[src/rtl/seq_det_pkg.sv]
// seq_det_pkg: shared state encoding and default sizes for the programmable sequence detector
package seq_det_pkg;
  typedef enum logic [1:0] {IDLE = 2'd0, FILL = 2'd1, HUNT = 2'd2} state_t;
  localparam int MAX_LEN_D = 16;
  localparam int CNT_W_D   = 8;
endpackage

[src/rtl/seq_det_sat_cnt.sv]
// seq_det_sat_cnt: generic saturating up-counter
module seq_det_sat_cnt #(
  parameter int W = 8
) (
  input  logic         clk,
  input  logic         reset,
  input  logic         inc,
  output logic [W-1:0] cnt
);
  always_ff @(posedge clk) begin
    if (reset) cnt <= '0;
    else if (inc && !(&cnt)) cnt <= cnt + 1'b1;
  end
endmodule

[src/rtl/seq_det_prog.sv]
// seq_det_prog: runtime-programmable serial sequence detector, overlapping or non-overlapping
// SEQDET_MATCH_CNT_EN builds the saturating match counter; otherwise match_cnt_o is tied to 0.
module seq_det_prog
  import seq_det_pkg::*;
#(
  parameter int MAX_LEN = MAX_LEN_D,
  parameter int LEN_W   = $clog2(MAX_LEN + 1),
  parameter int CNT_W   = CNT_W_D
) (
  input  logic               clk,
  input  logic               reset,
  input  logic               x_i,
  input  logic               x_vld_i,
  input  logic               cfg_ld_i,
  input  logic [MAX_LEN-1:0] pat_i,
  input  logic [LEN_W-1:0]   len_i,
  input  logic               overlap_i,
  output logic               det_o,
  output logic               cfg_err_o,
  output logic [CNT_W-1:0]   match_cnt_o,
  output logic [1:0]         state_o
);
  state_t             r_state;
  logic [MAX_LEN-1:0] r_pat, r_hist;
  logic [LEN_W-1:0]   r_len, r_fill;
  logic               r_ovl, r_det, r_err;
  logic [MAX_LEN-1:0] w_hist_n, w_mask;
  logic [LEN_W-1:0]   w_fill_n;
  logic               w_len_ok, w_active, w_accept, w_match;
  assign w_len_ok = (len_i != '0) && (len_i <= LEN_W'(MAX_LEN));
  assign w_active = (r_state == FILL) || (r_state == HUNT);
  assign w_accept = x_vld_i && !cfg_ld_i && w_active;
  assign w_hist_n = {r_hist[MAX_LEN-2:0], x_i};
  assign w_fill_n = (r_fill == LEN_W'(MAX_LEN)) ? r_fill : r_fill + 1'b1;
  // only the low r_len history bits take part in the compare
  always_comb begin
    w_mask = '0;
    for (int i = 0; i < MAX_LEN; i++) w_mask[i] = (i < int'(r_len));
  end
  assign w_match = w_accept && (w_fill_n >= r_len) && (((w_hist_n ^ r_pat) & w_mask) == '0);
  always_ff @(posedge clk) begin
    if (reset) begin
      r_state <= IDLE;
      r_det   <= 1'b0;
      r_err   <= 1'b0;
      r_hist  <= '0;
      r_fill  <= '0;
      r_pat   <= '0;
      r_len   <= '0;
      r_ovl   <= 1'b0;
    end else begin
      r_det <= 1'b0;
      r_err <= 1'b0;
      if (cfg_ld_i) begin
        r_pat   <= pat_i;
        r_ovl   <= overlap_i;
        r_hist  <= '0;
        r_fill  <= '0;
        r_len   <= w_len_ok ? len_i : '0;
        r_state <= w_len_ok ? FILL : IDLE;
        r_err   <= !w_len_ok;
      end else if (w_accept) begin
        r_hist  <= w_hist_n;
        r_det   <= w_match;
        r_fill  <= (w_match && !r_ovl) ? '0 : w_fill_n;
        r_state <= (w_match && !r_ovl) ? FILL : (w_fill_n >= r_len) ? HUNT : FILL;
      end else if (!w_active) begin
        r_state <= IDLE;
      end
    end
  end
  assign det_o     = r_det;
  assign cfg_err_o = r_err;
  assign state_o   = r_state;
`ifdef SEQDET_MATCH_CNT_EN
  seq_det_sat_cnt #(.W(CNT_W)) u_cnt (
    .clk  (clk),
    .reset(reset),
    .inc  (w_match),
    .cnt  (match_cnt_o)
  );
`else
  assign match_cnt_o = '0;
`endif
endmodule
[config.mk]
export PLATFORM = sky130hd
export DESIGN_NAME = seq_det_prog
export DESIGN_NICKNAME = d
export VERILOG_FILES = /design/src/rtl/seq_det_pkg.sv /design/src/rtl/seq_det_sat_cnt.sv /design/src/rtl/seq_det_prog.sv
export SDC_FILE = /design/constraint.sdc
export NUM_CORES = 1
export LEC_CHECK = 0
export ABC_CLOCK_PERIOD_IN_PS = 4550
export BUFFER_PORTS_ARGS = -buffer_cell sky130_fd_sc_hd__buf_2
export CAP_MARGIN = 15
export CORE_MARGIN = 4
export CORE_UTILIZATION = 55
export CTS_CLUSTER_SIZE = 14
export DETAILED_ROUTE_END_ITERATION = 8
export PLACE_DENSITY = 0.78
export SYNTH_ARGS = -nofsm -noshare
export SYNTH_HDL_FRONTEND = slang
export SYNTH_SLANG_ARGS = --single-unit
[constraint.sdc]
create_clock -name clk -period 4.55 [get_ports clk]
set_input_delay 0.6825 -clock clk [delete_from_list [all_inputs] [get_ports clk]]
set_output_delay 0.6825 -clock clk [all_outputs]
set_load 0.1 [all_outputs]
======== After elaboration in Yosys (flattened, before gate mapping) ========
Cells that the tools add are included.
word-level totals
  bits in latches ......................... 0
  memories ................................ 0
  register bits after elaboration ......... 46
  logic and storage cells ................. 59
  ROM bits ................................ 0
  RAM bits ................................ 0
  bits of input ports ..................... 27
  output and inout bits ................... 12
cells by class
  multipliers ............................. 0
  bitwise logic cells ..................... 4
  shifts and indexed selects .............. 0
  reduce and logical (&&, ||, !) cells .... 15
  mux-type cells .......................... 9
  eq/ne operators ......................... 4
  div/mod/pow operators ................... 0
  add/sub/neg operators ................... 1
  order comparisons ....................... 18
operators with widths
  kind                                                                          number
  4-bit by 5-bit less-than comparator with 1-bit output (first input constant)  8
  3-bit by 5-bit less-than comparator with 1-bit output (first input constant)  4
  16-bit bitwise AND                                                            1
  16-bit zero test                                                              1
  16-bit XOR                                                                    1
  5-bit two-way mux                                                             3
  1-bit by 5-bit less-than comparator with 1-bit output (first input constant)  2
  2-bit by 5-bit less-than comparator with 1-bit output (first input constant)  2
  2-bit two-way mux                                                             5
  1-bit logical AND                                                             6
  5-bit by 1-bit adder with 5-bit output (second input constant)                1
  5-bit equality test (second input constant)                                   1
  5-bit >= comparator                                                           1
  5-bit <= comparator (second input constant)                                   1
  5-bit nonzero test                                                            1
  2-bit OR reduction                                                            2
  1-bit zero test                                                               3
  3-bit by 2-bit inequality test with 1-bit output (second input constant)      1
  3-bit OR reduction                                                            1
  2-bit by 1-bit equality test with 1-bit output (second input constant)        1
  2-bit equality test (second input constant)                                   1
  1-bit inverter                                                                2
  1-bit logical OR                                                              1
  1-bit two-way mux                                                             1

======== Longest topological paths before layout ========
Gate-level depths: netlist (run 1).
  depth in word-level cells ............... 9
  depth in mapped cells ................... 12
  gate-level depth less buffers ........... 12

======== Worst setup path after synthesis (run 1) ========
OpenSTA, ideal clock, no wires.
  path type ............................... reg-to-reg
  start ................................... register r_fill[0]
  end ..................................... register r_fill[3]
  path slack .............................. 2.300 ns
  clock period less this slack ............ 2.250 ns
  stages on the path, launching flop included .. 13
  arrival ................................. 2.164 ns
  setup time .............................. 0.086 ns
  buffers on the path ..................... 0
  required time ........................... 4.464 ns
  cells stage by stage .................... dfxtp_1 > inv_1 > ha_1 > nand3b_1 > nor2_1 > xnor2_1 > ha_1 > nand2b_1 > a211oi_1 > o21bai_1 > a21oi_1 > nor2_1 > a211oi_1
between the ends
  word-level cells in the longest chain between the ends .. 7
  elaborated cells between the ends (all ways) .. 8
  those cells by class .................... add/sub (1); order compare (1); eq/ne (1); mux (2); reduce/logical (3)
ends and longest elaborated chain
  element                                                                        line                source
  from (decl)                                                                    seq_det_prog.sv:25  logic [LEN_W-1:0] r_len, r_fill;
  from (signal assigned)                                                         seq_det_prog.sv:65  r_fill <= (w_match && !r_ovl) ? '0 : w_fill_n;
  5-bit by 1-bit adder with 5-bit output or 5-bit equality test (tied branches)  seq_det_prog.sv:34  assign w_fill_n = (r_fill == LEN_W'(MAX_LEN)) ? r_fill : r_fill + 1'b1;
  5-bit two-way mux *                                                            seq_det_prog.sv:34
  5-bit >= comparator                                                            seq_det_prog.sv:40  assign w_match = w_accept && (w_fill_n >= r_len) && (((w_hist_n ^ r_pat) & w_mask) == '0);
  1-bit logical AND (2 in series)                                                seq_det_prog.sv:40
  1-bit logical AND                                                              seq_det_prog.sv:65
  5-bit two-way mux *                                                            seq_det_prog.sv:65
Mark *: on every way between the ends. The rest lies on a longest branch, timed or not.
A chain may end at the register's enable or synchronous reset.

======== Worst setup path in the final report (run 1) ========
  start ................................... register r_fill[0]
  end ..................................... register r_fill[4]
Same word-level chain as after synthesis.

==> out/qor.txt, run 1 <==
Post-Syn Instances = 273
distinct cell type count after synthesis = 47
Worst R2R Setup Slack = 1.92 ns
Num CTS Buffers = 5
Rows = 23
fin crit share = 57.9%
Post-synth ARST share = 0%
crit-path max FO = 5
CP Class = register to register
Seq/Total Area, Yosys = 39.6%
Starting Density = 57.3%
Slew Limit Fails = 0
Antenna diodes = 0
fmax = 380 MHz
number of cells on the critical path = 12
number of clock sinks = 46
total design power = 0.798 mW
Hold Path Class = register to register
Critical path buffers and inverters = 1
Synth warnings = 0
placement-stage cell area = 2430 µm²
layout cells sized above 1 = 14.3%
vias in the first global route = 1772
Remaining DRCs = 0
Placed Cells = 336
# setup viols final = 0
Avg Cell Area, Syn = 8.52 µm²
P&R area growth vs syn = 8.56%
Post-Syn Area = 2320 µm²
total gr overflow = 0
hpwl dp = 3.33 mm
Yosys reg bits = 46
Hold Slack = 0.475 ns
chip width = 73.0 µm
Slew @ Worst Pin = 0.783 ns
Die H = 73.0 µm
CTS HTree Levels = 2
CP delay by family, top = compound AO/OA/AOI/OAI gates
final instance area = 2520 µm²
Multi-input gate area = 1270 µm²
routed vias = 1893
FF+latch area = 921 µm²
leakage power = 1.03 nW
total wire length = 4.63 mm
Slew HR = 47.8%
Post-synth EDFFs = 0
PwrDens = 316 nW/µm²
Critical Path Source Type = register
GR Util All Layers = 19.0%
Fin Clk Skew = 0.00279 ns
Worst IR Drop VDD = 0.260 mV
max incr delay on CP = 0.35 ns
PnR worst setup slack = 1.92 ns
initial antenna violation count = 0
first-pass GRT wire length = 7.88 mm
min Tclk post-route = 2.63 ns
Synth top area share = 39.6%
Final Non-Filler Cells = 344
DRT iter0 DRCs = 118
Crit. End Element = register
path depth of the worst reg2reg path = 12
CTS tree = yes
status = complete, no violations
r2r endpoint = r_fill[4]$_SDFFE_PP0P_
critical path endpoint = r_fill[4]$_SDFFE_PP0P_
Slowest-stage cell, CP = a21oi_1
Post-CTS Setup Bufs = 0
dominant synthesized flop cell = dfxtp_1
PostCTS Resize Cnt = 0
top cells by area, synth = dfxtp_1 40%, mux2i_1 7.8%, a21oi_1 5.6%
IO Port Bufs = 30
post-synth top area cell = dfxtp_1
Routed wire per std cell = 13.5 µm
CORE AREA = 4060 µm²
crit path launch = r_fill[0]$_SDFFE_PP0P_
hold bufs inserted after CTS = 0
final core occ = 62.2%
CTS max path bufs = 2
largest net degree at the start of global routing = 30
setup TNS = 0 ns
Root Driver = clkbuf_8
Hold Vio Cnt, Final = 0
Post-DRT Antenna Nets = 0
fillers = 370
Critical Path AT = 2.84 ns
Critical Path RT = 4.76 ns
Critical R2R Launch = r_fill[0]$_SDFFE_PP0P_
CP cell instances = inv_1, ha_1, nand3b_1, nor2_1, xnor2_1, ha_1, nand2b_1, a211oi_1, o21bai_1, a21oi_1, nor2_1, a211oi_1
Worst-path clk slew = 0.08 ns
worst skew pair latency = 0.29 ns
die area = 5330 µm²
Final Net Count = 328
via/cell ratio = 5.50
num ports = 39
Max-Cap Viols = 0
pre-CTS WS = 2.01 ns
unrepaired setup endpoints after global routing = false
DRT Pass-1 Iters = 4
GPL Wtd Cong = 0.780
[tightest hold or removal path: cells and delay by family (launching register included)]
kind,cells,cell delay (ns)
flops,1,0.32
simple gates,1,0.05
compound gates,1,0.06
[where the power goes]
| part | leakage (nW) | total, mW | switching (mW) | internal (mW) |
|---|---|---|---|---|
| registers | 0.375 | 0.426 | 0.0120 | 0.414 |
| logic | 0.611 | 0.119 | 0.0805 | 0.0388 |
| clock network | 0.0482 | 0.252 | 0.130 | 0.123 |
| total | 1.03 | 0.798 | 0.222 | 0.576 |
[sequential cells by signal, summed over array words and instances (netlist names)]
name       flops
r_hist        15
cfg_err_o      1
state_o        2
r_fill         5
r_pat         16
r_len          5
r_ovl          1
det_o          1
[synthesized netlist by cell type, drive strengths merged (5+ instances only)]
cell type   n
a21oi      26
buf        15
clkbuf      9
dfxtp      46
ha          8
inv         8
mux2i      18
nand2      34
nand3       5
nor2       30
o21ai      11
xnor2      11
xor2        8
[layout make-up]
cell class	count	area share (%)
inverters	8	1.19
clock inverters	1	0.198
well taps	50	2.48
clock buffers	7	3.42
multi-input cells	202	50.3
flip-flops and latches	46	36.5
repair buffers	30	5.95
[how the worst min path moves through the flow]
stage / slack (ns) / endpoint / cells past startpoint / start
5_1_grt: 0.52 / r_hist[9]$_SDFFE_PP0P_ / 2 / r_hist[9]$_SDFFE_PP0P_
6_report: 0.48 / r_hist[14]$_SDFFE_PP0P_ / 2 / r_hist[14]$_SDFFE_PP0P_
3_5_place_dp: 0.47 / r_hist[14]$_SDFFE_PP0P_ / 2 / r_hist[14]$_SDFFE_PP0P_
2_1_floorplan: 0.45 / r_hist[14]$_SDFFE_PP0P_ / 2 / r_hist[14]$_SDFFE_PP0P_
4_1_cts: 0.48 / r_hist[14]$_SDFFE_PP0P_ / 2 / r_hist[14]$_SDFFE_PP0P_
3_3_place_gp: 0.46 / r_hist[14]$_SDFFE_PP0P_ / 2 / r_hist[14]$_SDFFE_PP0P_
[cells in the final DEF (no fill, tap or decap), types with 2 or more instances in the layout]
cell type	instances
a211oi_1	4
a21oi_1	26
a2bb2oi_1	4
buf_2	30
clkbuf_8	6
conb_1	8
dfxtp_1	46
ha_1	8
inv_1	8
mux2i_1	18
nand2_1	34
nand2b_1	2
nand3_1	5
nand3b_1	3
nor2_1	29
nor3_1	3
o21ai_0	11
o22ai_1	3
o311ai_1	2
xnor2_1	11
xor2_1	8
[routing by layer]
metal	share of wire (%)	GRT usage (%)	wire, µm	vias to the layer above
met5	0	0	0	-
met4	1.4	5.33	65	0
met3	4.8	6.20	222	6
met2	48	31.0	2210	39
met1	46	23.8	2130	880
li1	-	-	-	968
[kinds of logic (layout without fill, tap and decap cells)]
group,Yosys count,after routing,share of synthesized area [%]
muxes,18,18,7.75
xor gates and xnor gates,19,19,7.16
DFF,46,46,39.6
buffers and inverters,32,46,6.94
other,1,8,0.161
and+or+nand+nor,90,90,18.5
AOI/OAI and AO/OA,59,59,15.6
adders and majority gates,8,8,4.31
Power figures use the tool's default switching activity.
==> run 2, diff against run 1 <==
Settings changed: ABC_AREA set to 1, ABC_CLOCK_PERIOD_IN_PS 4550 to 2150, CORE_UTILIZATION 55 to 51, PLACE_DENSITY 0.78 to 0.76.
Clock period 4.55 ns to 2.15 ns, I/O delays scaled along.
==> run 2 against run 1 <==
Core utilization grew 2.0 points. Global-route usage rose by 1.1 points. Clock power rose by 120%. First-iteration DRC count rose by 12%. Clock skew increased by 0.0065 ns. Largest power group unchanged. Non-clock buffer count increased by 15. Maximum frequency is 23% higher. Clock-buffer cell count down 1. Synthesized cell count up 26%. Sequential power up 110%. Largest cell class unchanged.
==> out/qor.txt, run 2 <==
top cells by area, synth = dfxtp_1 38%, nand2_1 13%, nand3_1 8.2%
path depth of the worst reg2reg path = 16 (+4)
CTS tree = yes
dominant synthesized flop cell = dfxtp_1
Final Net Count = 420 (+28%)
Post-synth ARST share = 0% (unchanged)
setup TNS = 0 ns (unchanged)
Root Driver = clkbuf_8
max reg flops = 16 (unchanged)
Routed wire per std cell = 13.9 µm (+3.2%)
min Tclk post-route = 2.15 ns (-0.486 ns)
CORE AREA = 4470 µm² (+10%)
largest net degree at the start of global routing = 37 (+23%)
GR Util All Layers = 20.1% (+1.1 points)
Hold Path Class = input port to register
total design power = 1.72 mW (+120%)
IO Port Bufs = 30 (unchanged)
first-pass GRT wire length = 9.79 mm (+24%)
hold bufs inserted after CTS = 0 (unchanged)
part of the power in combinational logic = 15.7% (+0.7 points)
Critical Path AT = 2.39 ns (-0.45 ns)
most frequent cells in the layout = 81 x nand2_1, 44 x dfxtp_1, 36 x nand3_1, 35 x inv_1, 30 x buf_2
total wire length = 6.08 mm (+31%)
# setup viols final = 0 (unchanged)
CTS max path bufs = 2 (unchanged)
Worst IR Drop VDD = 0.391 mV (+51%)
Multi-input gate area = 1350 µm² (+6.3%)
Crit. End Element = register
via/cell ratio = 5.33 (-3.2%)
clock power share = 32.2% (+0.6 points)
routed vias = 2334 (+23%)
fillers = 415 (+12%)
die area = 5950 µm² (+12%)
Net Sw Frac = 29.6% (+1.8 points)
biggest regs = r_pat (16), r_hist (15)
chip width = 77.1 µm (+5.6%)
Critical Path RT = 2.40 ns (-2.36 ns)
Remaining DRCs = 0 (unchanged)
Post-Syn Area = 2440 µm² (+4.8%)
CTS HTree Levels = 2 (unchanged)
Worst-path clk slew = 0.09 ns (about the same)
Num CTS Buffers = 5 (unchanged)
top-count cell post-synth = nand2_1
Slew Limit Fails = 0 (unchanged)
Post-synth EDFFs = 0 (unchanged)
Hold Slack = 0.246 ns (-0.229 ns)
Starting Density = 54.4% (-2.8 points)
Post-Syn Instances = 345 (+26%)
unrepaired setup endpoints after global routing = true
Synth warnings = 0 (unchanged)
Hold Vio Cnt, Final = 0 (unchanged)
Avg Cell Area, Syn = 7.06 µm² (-17%)
Antenna diodes = 0 (unchanged)
Yosys reg bits = 46 (unchanged)
Max-Cap Viols = 0 (unchanged)
num ports = 39 (unchanged)
Rows = 24 (+4.3%)
Post-DRT Antenna Nets = 0 (unchanged)
Critical Path Source Type = register
CP Class = register to register
crit-path max FO = 7 (+2)
Fin Clk Skew = 0.00931 ns (+0.00652 ns)
DRT iter0 DRCs = 132 (+12%)
Die H = 77.1 µm (+5.6%)
total gr overflow = 0 (unchanged)
Post-synth top cells = 84 x nand2_1, 46 x dfxtp_1, 40 x nand3_1
hpwl dp = 4.03 mm (+21%)
P&R area growth vs syn = 17.9%
leakage power = 1.30 nW (+25%)
post-synth top area cell = dfxtp_1
design internal power = 1.21 mW (+110%)
number of clock sinks = 46 (unchanged)
Reg power frac = 52.1% (-1.3 points)
status = complete, no violations
DRT Pass-1 Iters = 4 (unchanged)
layout cells sized above 1 = 23.6% (+9.3 points)
fin crit share = 99.9% (+42 points)
FF+latch area = 928 µm² (+0.82%)
fmax = 466 MHz (+23%)
commonest non-fill, non-tap cell in the layout = nand2_1
Seq/Total Area, Yosys = 37.8% (-1.8 points)
Synth top area share = 37.8% (-1.8 points)
PwrDens = 598 nW/µm² (+89%)
worst skew pair latency = 0.30 ns (about the same)
largest reg by FF count = r_pat
distinct cell type count after synthesis = 31 (-34%)
Sw Pwr = 0.509 mW (+130%)
hold path depth = 3 (+1)
initial antenna violation count = 0 (unchanged)
GPL Wtd Cong = 0.912 (+17%)
vias in the first global route = 2137 (+21%)
## run 2: cell types whose count changed after synthesis, moves of 5 or more
cell,delta
xnor2_1,-9
nor2_1,-8
nand2_1,+50
a211oi_1,+5
mux2i_1,-18
o21ai_0,+7
nand3_1,+35
inv_1,+31
## run 2: worst paths after layout
| path | start | slack, ns | to |
|---|---|---|---|
| worst min register to register | r_pat[14]$_SDFFE_PP0P_ | 0.48 | r_pat[14]$_SDFFE_PP0P_ |
| worst max-delay path | r_fill[0]$_SDFFE_PP0P_ | 0.003 | state_o[0]$_SDFFE_PP0P_ |
| worst min-delay path | pat_i[5] | 0.25 | r_pat[5]$_SDFFE_PP0P_ |
| worst max register to register | r_fill[0]$_SDFFE_PP0P_ | 0.003 | state_o[0]$_SDFFE_PP0P_ |
## run 2: cell families after synthesis
logic type / synth area share (%)
other: 0.154
xor gates and xnor gates: 3.24
adders and majority gates: 4.11
DFF: 37.8
buffers and inverters: 11.8
AOI/OAI and AO/OA: 12.6
and+or+nand+nor: 30.3
## run 2: routing by layer
layer | track usage (%) | vias up | part of all wire (%)
met5 | 0 | - | 0
li1 | - | 1175 | -
met4 | 8.19 | 0 | 1.6
met2 | 33.2 | 58 | 49
met1 | 26.0 | 1092 | 46
met3 | 3.28 | 9 | 4.1
## run 2: repair_timing
item	in CTS	in global routing
buffers inserted	6	1
cloned	0	1
gates resized for setup	13	16
endpoints found under the setup margin	7	15
pin swaps	8	10
## run 2: critical path: stages (launching register included)
cell and delay, ns:
dfxtp_4 0.38, ha_4 0.16, nand2_4 0.06, nor2_4 0.10, xnor2_1 0.12, inv_1 0.09
ha_4 0.27, nand2_2 0.05, inv_2 0.04, nand4_1 0.10, nand3_2 0.09, nand2_2 0.07
nor2_4 0.13, nand4_4 0.16, nand2_2 0.10, nand2_2 0.05, a21oi_2 0.10
## run 2: area by class of cell
class / instances / share of cell area [%]
clock buffers: 6 / 2.87
clock inverters: 2 / 0.436
inverters: 43 / 5.75
multi-input cells: 243 / 47.0
flip-flops and latches: 46 / 32.3
well taps: 52 / 2.26
repair buffers: 45 / 9.15
repair inverters: 1 / 0.261
## run 2: power by group through the flow
stage               Sequential, mW  Combinational, mW  Clock, mW
floorplan                    0.929              0.190          0
global placement             0.916              0.253          0
detailed placement           0.917              0.255          0
CTS                          0.896              0.262      0.564
global route                 0.898              0.295      0.603
finish                       0.895              0.270      0.553
## run 2: per-stage QoR
step | cells | worst slack [ns] | utilization [%] | cell area (µm²)
finish | 438 | 0.00314 | 64.2 | 2870
detailed placement | 422 | -0.0616 | 58.4 | 2610
floorplan | 352 | 0.0496 | - | 2460
global route | 438 | -0.143 | 64.2 | 2870
global placement | 422 | 0.0359 | 58.4 | 2610
CTS | 436 | 0.00662 | 62.7 | 2810
